--- src/rtl/sram_block_copy.sv ---
`default_nettype none
// ============================================================================
// Module   : sram_block_copy
// Brief    : Block-copy / fill engine for the local bus of icoboard_sram.
//            Copies a run of 16-bit words between SRAM regions, choosing the
//            direction so that overlapping regions behave like memmove, or
//            fills a region with a constant word.
// Revision : 1.0 - initial release
// ============================================================================
module sram_block_copy #(
  parameter int ADDR_WIDTH   = 19,
  parameter int DATA_WIDTH   = 16,
  parameter int READ_LATENCY = 1
) (
  input  logic                  clk,
  input  logic                  reset,
  input  logic                  start,
  input  logic                  fill,
  input  logic [ADDR_WIDTH-1:0] src,
  input  logic [ADDR_WIDTH-1:0] dst,
  input  logic [ADDR_WIDTH:0]   len,
  input  logic [DATA_WIDTH-1:0] fill_data,
  input  logic                  abort,
  output logic                  busy,
  output logic                  done,
  output logic                  aborted,
  output logic [ADDR_WIDTH:0]   words_done,
  output logic [ADDR_WIDTH-1:0] address,
  output logic                  write_enable,
  output logic [DATA_WIDTH-1:0] write_data,
  output logic                  lower_byte,
  output logic                  upper_byte,
  input  logic [DATA_WIDTH-1:0] read_data
);

  // Wait counter is at least one bit wide even for a single-cycle latency.
  localparam int WAIT_W = (READ_LATENCY > 1) ? $clog2(READ_LATENCY) : 1;
  localparam logic [WAIT_W-1:0]     WAIT_LAST = WAIT_W'(READ_LATENCY - 1);
  localparam logic [ADDR_WIDTH-1:0] ADDR_ONE  = {{(ADDR_WIDTH-1){1'b0}}, 1'b1};
  localparam logic [ADDR_WIDTH:0]   COUNT_ONE = {{ADDR_WIDTH{1'b0}}, 1'b1};

  typedef enum logic [2:0] {
    ST_IDLE = 3'd0,
    ST_RD   = 3'd1,
    ST_WAIT = 3'd2,
    ST_WR   = 3'd3,
    ST_DONE = 3'd4
  } state_t;

  state_t                state;
  logic [ADDR_WIDTH-1:0] src_ptr;
  logic [ADDR_WIDTH-1:0] dst_ptr;
  logic [ADDR_WIDTH:0]   len_q;
  logic                  fill_q;
  logic                  desc_q;
  logic [DATA_WIDTH-1:0] fill_data_q;
  logic [WAIT_W-1:0]     wait_cnt;

  logic [ADDR_WIDTH-1:0] gap;
  logic                  start_desc;
  logic [ADDR_WIDTH-1:0] src_first;
  logic [ADDR_WIDTH-1:0] dst_first;
  logic [ADDR_WIDTH-1:0] src_step;
  logic [ADDR_WIDTH-1:0] dst_step;
  logic [ADDR_WIDTH:0]   words_next;
  logic                  last_word;

  // A copy must run downwards when the destination starts inside the source
  // window (measured modulo the address space), otherwise the source tail
  // would be overwritten before it is read.
  assign gap        = dst - src;
  assign start_desc = !fill && (dst != src) && ({1'b0, gap} < len);
  assign src_first  = start_desc ? (src + len[ADDR_WIDTH-1:0] - ADDR_ONE) : src;
  assign dst_first  = start_desc ? (dst + len[ADDR_WIDTH-1:0] - ADDR_ONE) : dst;

  assign src_step   = desc_q ? (src_ptr - ADDR_ONE) : (src_ptr + ADDR_ONE);
  assign dst_step   = desc_q ? (dst_ptr - ADDR_ONE) : (dst_ptr + ADDR_ONE);
  assign words_next = words_done + COUNT_ONE;
  assign last_word  = (words_next == len_q);

  // Full 16-bit word accesses only.
  assign lower_byte = 1'b1;
  assign upper_byte = 1'b1;

  // Sequencer: every bus output is registered and set up on the edge that
  // enters the state it belongs to.
  always_ff @(posedge clk or posedge reset) begin
    if (reset) begin
      state        <= ST_IDLE;
      busy         <= 1'b0;
      done         <= 1'b0;
      aborted      <= 1'b0;
      words_done   <= '0;
      address      <= '0;
      write_enable <= 1'b0;
      write_data   <= '0;
      src_ptr      <= '0;
      dst_ptr      <= '0;
      len_q        <= '0;
      fill_q       <= 1'b0;
      desc_q       <= 1'b0;
      fill_data_q  <= '0;
      wait_cnt     <= '0;
    end else begin
      done         <= 1'b0;
      write_enable <= 1'b0;
      case (state)
        ST_IDLE: begin
          if (start) begin
            len_q       <= len;
            fill_q      <= fill;
            fill_data_q <= fill_data;
            desc_q      <= start_desc;
            src_ptr     <= src_first;
            dst_ptr     <= dst_first;
            words_done  <= '0;
            aborted     <= 1'b0;
            if (len == '0) begin
              state <= ST_DONE;
              done  <= 1'b1;
            end else if (fill) begin
              state        <= ST_WR;
              busy         <= 1'b1;
              address      <= dst_first;
              write_enable <= 1'b1;
              write_data   <= fill_data;
            end else begin
              state   <= ST_RD;
              busy    <= 1'b1;
              address <= src_first;
            end
          end
        end

        ST_RD: begin
          if (abort) begin
            state   <= ST_DONE;
            done    <= 1'b1;
            busy    <= 1'b0;
            aborted <= 1'b1;
          end else begin
            state    <= ST_WAIT;
            wait_cnt <= '0;
          end
        end

        ST_WAIT: begin
          if (abort) begin
            state   <= ST_DONE;
            done    <= 1'b1;
            busy    <= 1'b0;
            aborted <= 1'b1;
          end else if (wait_cnt == WAIT_LAST) begin
            // write_data doubles as the read holding register
            state        <= ST_WR;
            write_data   <= read_data;
            address      <= dst_ptr;
            write_enable <= 1'b1;
          end else begin
            wait_cnt <= wait_cnt + 1'b1;
          end
        end

        ST_WR: begin
          words_done <= words_next;
          src_ptr    <= src_step;
          dst_ptr    <= dst_step;
          if (abort || last_word) begin
            state   <= ST_DONE;
            done    <= 1'b1;
            busy    <= 1'b0;
            aborted <= abort;
          end else if (fill_q) begin
            state        <= ST_WR;
            address      <= dst_step;
            write_enable <= 1'b1;
            write_data   <= fill_data_q;
          end else begin
            state   <= ST_RD;
            address <= src_step;
          end
        end

        ST_DONE: begin
          state <= ST_IDLE;
        end

        default: begin
          state <= ST_IDLE;
          busy  <= 1'b0;
        end
      endcase
    end
  end

endmodule
`default_nettype wire
--- config.mk ---
export PLATFORM = sky130hd
export DESIGN_NAME = sram_block_copy
export DESIGN_NICKNAME = d
export VERILOG_FILES = /design/src/rtl/sram_block_copy.sv
export SDC_FILE = /design/constraint.sdc
export NUM_CORES = 1
export LEC_CHECK = 0
export BUFFER_PORTS_ARGS = -buffer_cell sky130_fd_sc_hd__clkbuf_2
export CAP_MARGIN = 40
export CORE_MARGIN = 4
export CORE_UTILIZATION = 35
export DETAILED_ROUTE_END_ITERATION = 8
export GPL_TIMING_DRIVEN = 0
export PLACE_DENSITY = 0.51
export SLEW_MARGIN = 20
export SYNTH_ARGS = -nofsm -noshare
export SYNTH_HDL_FRONTEND = slang
export SYNTH_SLANG_ARGS = --single-unit
--- constraint.sdc ---
create_clock -name clk -period 7.1 [get_ports clk]
set_clock_uncertainty 0.2 [all_clocks]
set_input_delay 2.13 -clock clk [delete_from_list [all_inputs] [get_ports clk]]
set_output_delay 2.13 -clock clk [all_outputs]
set_load 0.01 [all_outputs]
* Word level (Yosys, flattened, before mapping)
Cells that the tools add are included.
W data, S select, Z words.
** Operators by class
- Add/sub/neg operators :: 11
- Order comparisons :: 1
- Equal/unequal tests :: 17
- Muxes and demuxes :: 61
- Bitwise logic cells :: 1
- Reductions and logical operators :: 19
** Operator list (count)
- $mux W19 :: 13
- $mux W16 :: 7
- $pmux W19 S2 :: 2
- $sub A19 B1 Y19 const B :: 4
- $pmux W19 S3 :: 1
- $pmux W16 S3 :: 1
- $pmux W20 S2 :: 1
- $add A19 B1 Y19 const B :: 2
- $add A19 B19 Y19 :: 2
- $mux W1 :: 21
- $add A20 B1 Y20 const B :: 1
- $eq A20 B20 Y1 :: 1
- $logic_not A20 Y1 :: 1
- $lt A19 B20 Y1 :: 1
- $mux W20 :: 1
- $ne A19 B19 Y1 :: 1
- $sub A19 B19 Y19 :: 1
- $mux W3 :: 6
- $ne A2 B2 Y1 const B :: 9
- $pmux W3 S4 :: 1
- $pmux W1 S3 :: 3
- $reduce_and A8 Y1 :: 1
- $eq A3 B2 Y1 const B :: 2
- $reduce_and A2 Y1 :: 3
- 20 further kinds :: 24
** Storage, ports and cells
- Flip-flop bits (word level) :: 139
- Output and inout bits :: 61

* Longest topological paths before layout
- Depth after elaboration :: 8
- Depth in mapped cells :: 25
- Gate-level depth less buffers :: 23

* Worst setup path before layout
No wires, ideal clock.
- Path type :: input to register
- Start :: in dst[0]
- End :: reg address[8]
- Arrival :: 6444 ps
- Required time :: 6772 ps
- Slack :: 328 ps
- Stages :: 23
- Path buffers :: 1
- Path through :: inv_1 -> ha_1 -> inv_1 -> fa_1 -> a21o_1 -> a21oi_1 -> o21bai_1 -> a21oi_1 -> o21bai_1 -> a21oi_1 -> o21ai_0 -> or4_1 -> nand3_1 -> ha_1 -> and4_1 -> a221oi_1 -> o21ai_0 -> nor2_2 -> buf_2 -> mux4_2 -> nand2_1 -> o21ai_0 -> mux2_1
** On the way
- Word-level cells in the longest chain between the ends :: 8
- Elaborated cells between the ends (all ways) :: 13
- Those cells by class :: add/sub: 3; order compare: 1; eq/ne: 1; mux: 6; reduce/logical: 2
** Ends and longest elaborated chain
- start: declaration :: RTL line 20 : input logic [ADDR_WIDTH-1:0] dst,
- $sub A19 B19 Y19 or $ne A19 B19 Y1 (tied branches) :: RTL line 71, 72
- $lt A19 B20 Y1 or $logic_and A1 B1 Y1 (tied branches) :: RTL line 72 : assign start_desc = !fill && (dst != src) && ({1'b0, gap} < len);
- $logic_and A1 B1 Y1 :: RTL line 72
- $mux W19, on equally long branches :: RTL line 73, 74
- $mux W19 * :: RTL line 121 : end else if (fill) begin
- $mux W19 * :: RTL line 118 : if (len == '0) begin
- $mux W19 * :: RTL line 109 : if (start) begin
- $pmux W19 S3 * :: RTL line 107 : case (state)
- end signal: assignment :: RTL line 124 : address <= dst_first;
- end signal: assignment :: RTL line 130 : address <= src_first;
- end signal: assignment :: RTL line 157 : address <= dst_ptr;
- end: declaration :: RTL line 28 : output logic [ADDR_WIDTH-1:0] address,
Every way passes the cells marked *; elsewhere a longest branch is shown, timed or not. The select of a mux whose other input is x is not followed.
A chain may end at the register's enable or synchronous reset.

* Final worst setup path
- Start :: in dst[0]
- End :: reg address[12]
The elaborated chain is that of the path after synthesis.

==> impl_metrics.env <==
export IMPL_status="finished, final reports clean"
export IMPL_synthMostInstantiatedCell="nand2_1"
export IMPL_register_area_mm2=0.003455
export IMPL_multi_input_area_mm2=0.008890
export IMPL_routed_wl_um=48610
export IMPL_clk_latency_ns=0.46
export IMPL_route_vias_total=12830
export IMPL_grt_pass1_vias=12330
export IMPL_cts_tree="built"
export IMPL_seq_area_frac_synth_pct=26.34
export IMPL_grt_start_max_net_pins=76
export IMPL_synthesis_area_mm2=0.01311
export IMPL_die_h_um=201.5
export IMPL_period_needed_ns=6.893
export IMPL_yosysTopAreaCellShare_pct=26.34
export IMPL_fin_crit_sh_pct=97.08
export IMPL_slew_viol_final=0
export IMPL_cts_max_level=4
export IMPL_io_pins=156
export IMPL_slowest_delay_ns=0.41
export IMPL_synth_seq_cells=138
export IMPL_start_util_pct=35.64
export IMPL_max_slew_worst_pin_slew_ns=0.9380
export IMPL_io_buffers=152
export IMPL_synth_area_top_cells="dfrtp_1 (26%), ha_1 (13%), nand2_1 (5.8%)"
export IMPL_crit_required_ns=7.23
export IMPL_drv_cap=0
export IMPL_endpoint_kind="register"
export IMPL_die_area_mm2=0.04061
export IMPL_slew_headroom_pct=37.47
export IMPL_clock_power_share_pct=15.2
export IMPL_synth_edf_count=0
export IMPL_ant_nets=0
export IMPL_viasPerCell=5.554
export IMPL_hold_slack_ns=0.2752
export IMPL_yosysWarnings=0
export IMPL_power_internal_uw=3072
export IMPL_syn_inst=1641
export IMPL_p_per_area_mw_per_mm2=393.6
export IMPL_crit_slowest_cell="or4_1"
export IMPL_syn2layout_area_growth_pct=17.51
export IMPL_tns_ns=0
export IMPL_hold_class="reg2reg"
export IMPL_firstDrtPassIters=6
export IMPL_combPwrFrac_pct=61.7
export IMPL_cts_buffers_inserted=17
export IMPL_path_max_fanout=6
export IMPL_grt_usage_pct=23.42
export IMPL_critPathArrivalTime_ns=7.03
export IMPL_finalHoldViolCount=0
export IMPL_irDropWorstVdd_mv=0.2023
export IMPL_n_antenna_cell=0
export IMPL_fp_coreArea_mm2=0.03679
export IMPL_drc=0
export IMPL_startpoint_type="input port"
export IMPL_cts_num_sinks=138
export IMPL_switching_share_pct=49.34
export IMPL_crit_type="in2reg"
export IMPL_rows=70
export IMPL_hpwl_um=39150
export IMPL_yosys_top_cells_count="nand2_1 (203), inv_1 (149), ha_1 (141)"
export IMPL_synthArstFlopShare_pct=100.0
export IMPL_drive_above_1_share_pct=14.60
export IMPL_overflow=0
export IMPL_synth_top_cell_by_area="dfrtp_1"
export IMPL_clock_root_buffer="clkbuf_16"
export IMPL_p_sw_uw=2992
export IMPL_synth_flop_cell="dfrtp_1"
export IMPL_critPathMostFrequentCell="a21oi_2"
export IMPL_final_nets=2070
export IMPL_nFillCells=3821
export IMPL_fin_util_pct=41.88
export IMPL_antenna_found_initial=0
export IMPL_setup_violations=0
export IMPL_p_leak_uw=0.007385
export IMPL_post_synth_num_cell_types=81
export IMPL_clk_path_buf_depth=2
export IMPL_place_congestion=0.9132
export IMPL_seq_power_share_pct=23.1
export IMPL_die_w_um=201.5
export IMPL_wl_per_cell_um=21.04
export IMPL_synth_area_per_cell_um2=7.988
export IMPL_max_freq_ghz=0.1451
export IMPL_holdBufCountCts=0
export IMPL_clk_pin_slew_ns=0.07
export IMPL_drtIter0Drc=842
export IMPL_rsz0062_at_grt="true"
export IMPL_grt_first_pass_wirelength_um=73370
==> stage by stage <==
stage | instance area (um^2) | std cells | power (uW) | setup WS, ns
2_1_floorplan | 13110 | 1642 | 3845 | 0.3281
3_3_place_gp | 14460 | 2262 | 4943 | -1.071
3_5_place_dp | 14620 | 2273 | 5046 | -0.8900
4_1_cts | 15260 | 2306 | 6007 | 0.001832
5_1_grt | 15400 | 2310 | 6544 | -0.02622
6_report | 15400 | 2310 | 6063 | 0.2070
==> cell type report <==
cell class,instances,share of cell area (%)
clock buffer,18,2.786
clock inverter,14,0.9828
timing repair buffer,169,6.392
tap,468,3.801
multi-input combinational,1279,57.71
sequential,138,22.43
inverter,151,3.728
buffer,73,2.177
==> cell families (layout without fill, tap and decap cells) <==
kind of cell	count (synthesis)	after routing	synth area share, %
AO/OA/AOI/OAI	476	476	23.38
AND/OR/NAND/NOR	498	498	17.82
buffers and inverters	225	425	6.691
XOR/XNOR	100	100	6.786
flip-flops	138	138	26.34
adder cells (fa/ha/maj)	146	146	14.22
other	1	2	0.02861
multiplexers	57	57	4.725
==> registers in the layout, summed over array words and instances (netlist names) <==
name,count
address,19
write_enable,1
state,3
desc_q,1
len_q,20
aborted,1
words_done,20
fill_data_q,16
busy,1
src_ptr,19
done,1
dst_ptr,19
write_data,16
fill_q,1
==> cells in the final DEF (no fill, tap or decap), drive strengths merged, types with 13 or more instances in the layout <==
master	count
ha	141
buf	33
a22oi	16
o31ai	17
nor2	114
a211oi	22
o211ai	24
a21o	26
nand4	19
o21ai	135
clkbuf	227
nor2b	17
nor4	15
or3	15
a21oi	108
and3	13
dfrtp	138
a31oi	17
inv	157
mux2i	45
nand2	203
nor3	28
xnor2	60
nand3	35
o21a	20
xor2	39
==> worst paths after layout <==
path                                      from        endpoint  slack, ns  cells past startpoint
max in group asynchronous                reset      dst_ptr[1]       4.41                      3
worst min-delay path            fill_data_q[5]  fill_data_q[5]       0.28                      2
worst min register to register  fill_data_q[5]  fill_data_q[5]       0.28                      2
min in group asynchronous                reset  write_data[14]       1.51                      2
worst max register to register          desc_q     address[18]       3.15                     11
worst max-delay path                    dst[0]     address[12]       0.21                     25
==> power by group through the flow <==
stage | combinational [uW] | clock, uW | sequential (uW)
6_report | 3740 | 923 | 1400
5_1_grt | 4130 | 971 | 1440
4_1_cts | 3670 | 940 | 1400
3_5_place_dp | 3630 | 0 | 1410
3_3_place_gp | 3520 | 0 | 1420
2_1_floorplan | 2460 | 0 | 1390
==> timing repair <==
action | 4_1_cts | 5_1_grt
gates resized for setup | 18 | 25
setup buffers | 1 | 1
endpoints found under the setup margin | 48 | 43
pin swaps | 1 | 2
hold endpoints to repair | 0 | 0
cloned | 0 | 1
==> critical path: cells and delay by family <==
family / cells / cell delay [ns]
compound gates: 10 / 1.63
simple gates: 4 / 1.08
fa+ha+maj: 3 / 0.87
mux: 3 / 0.70
buf+inv: 5 / 0.61
==> routing by layer <==
metal  routed length (um)  vias to the layer above  track usage (%)
li1                     -                     6263                -
met1                23060                     6065            32.97
met2                20930                      423            35.89
met3                 3227                       79            4.754
met4                 1395                        0            7.983
met5                    0                        -                0
Note: power is estimated with default switching activity, not from simulation.
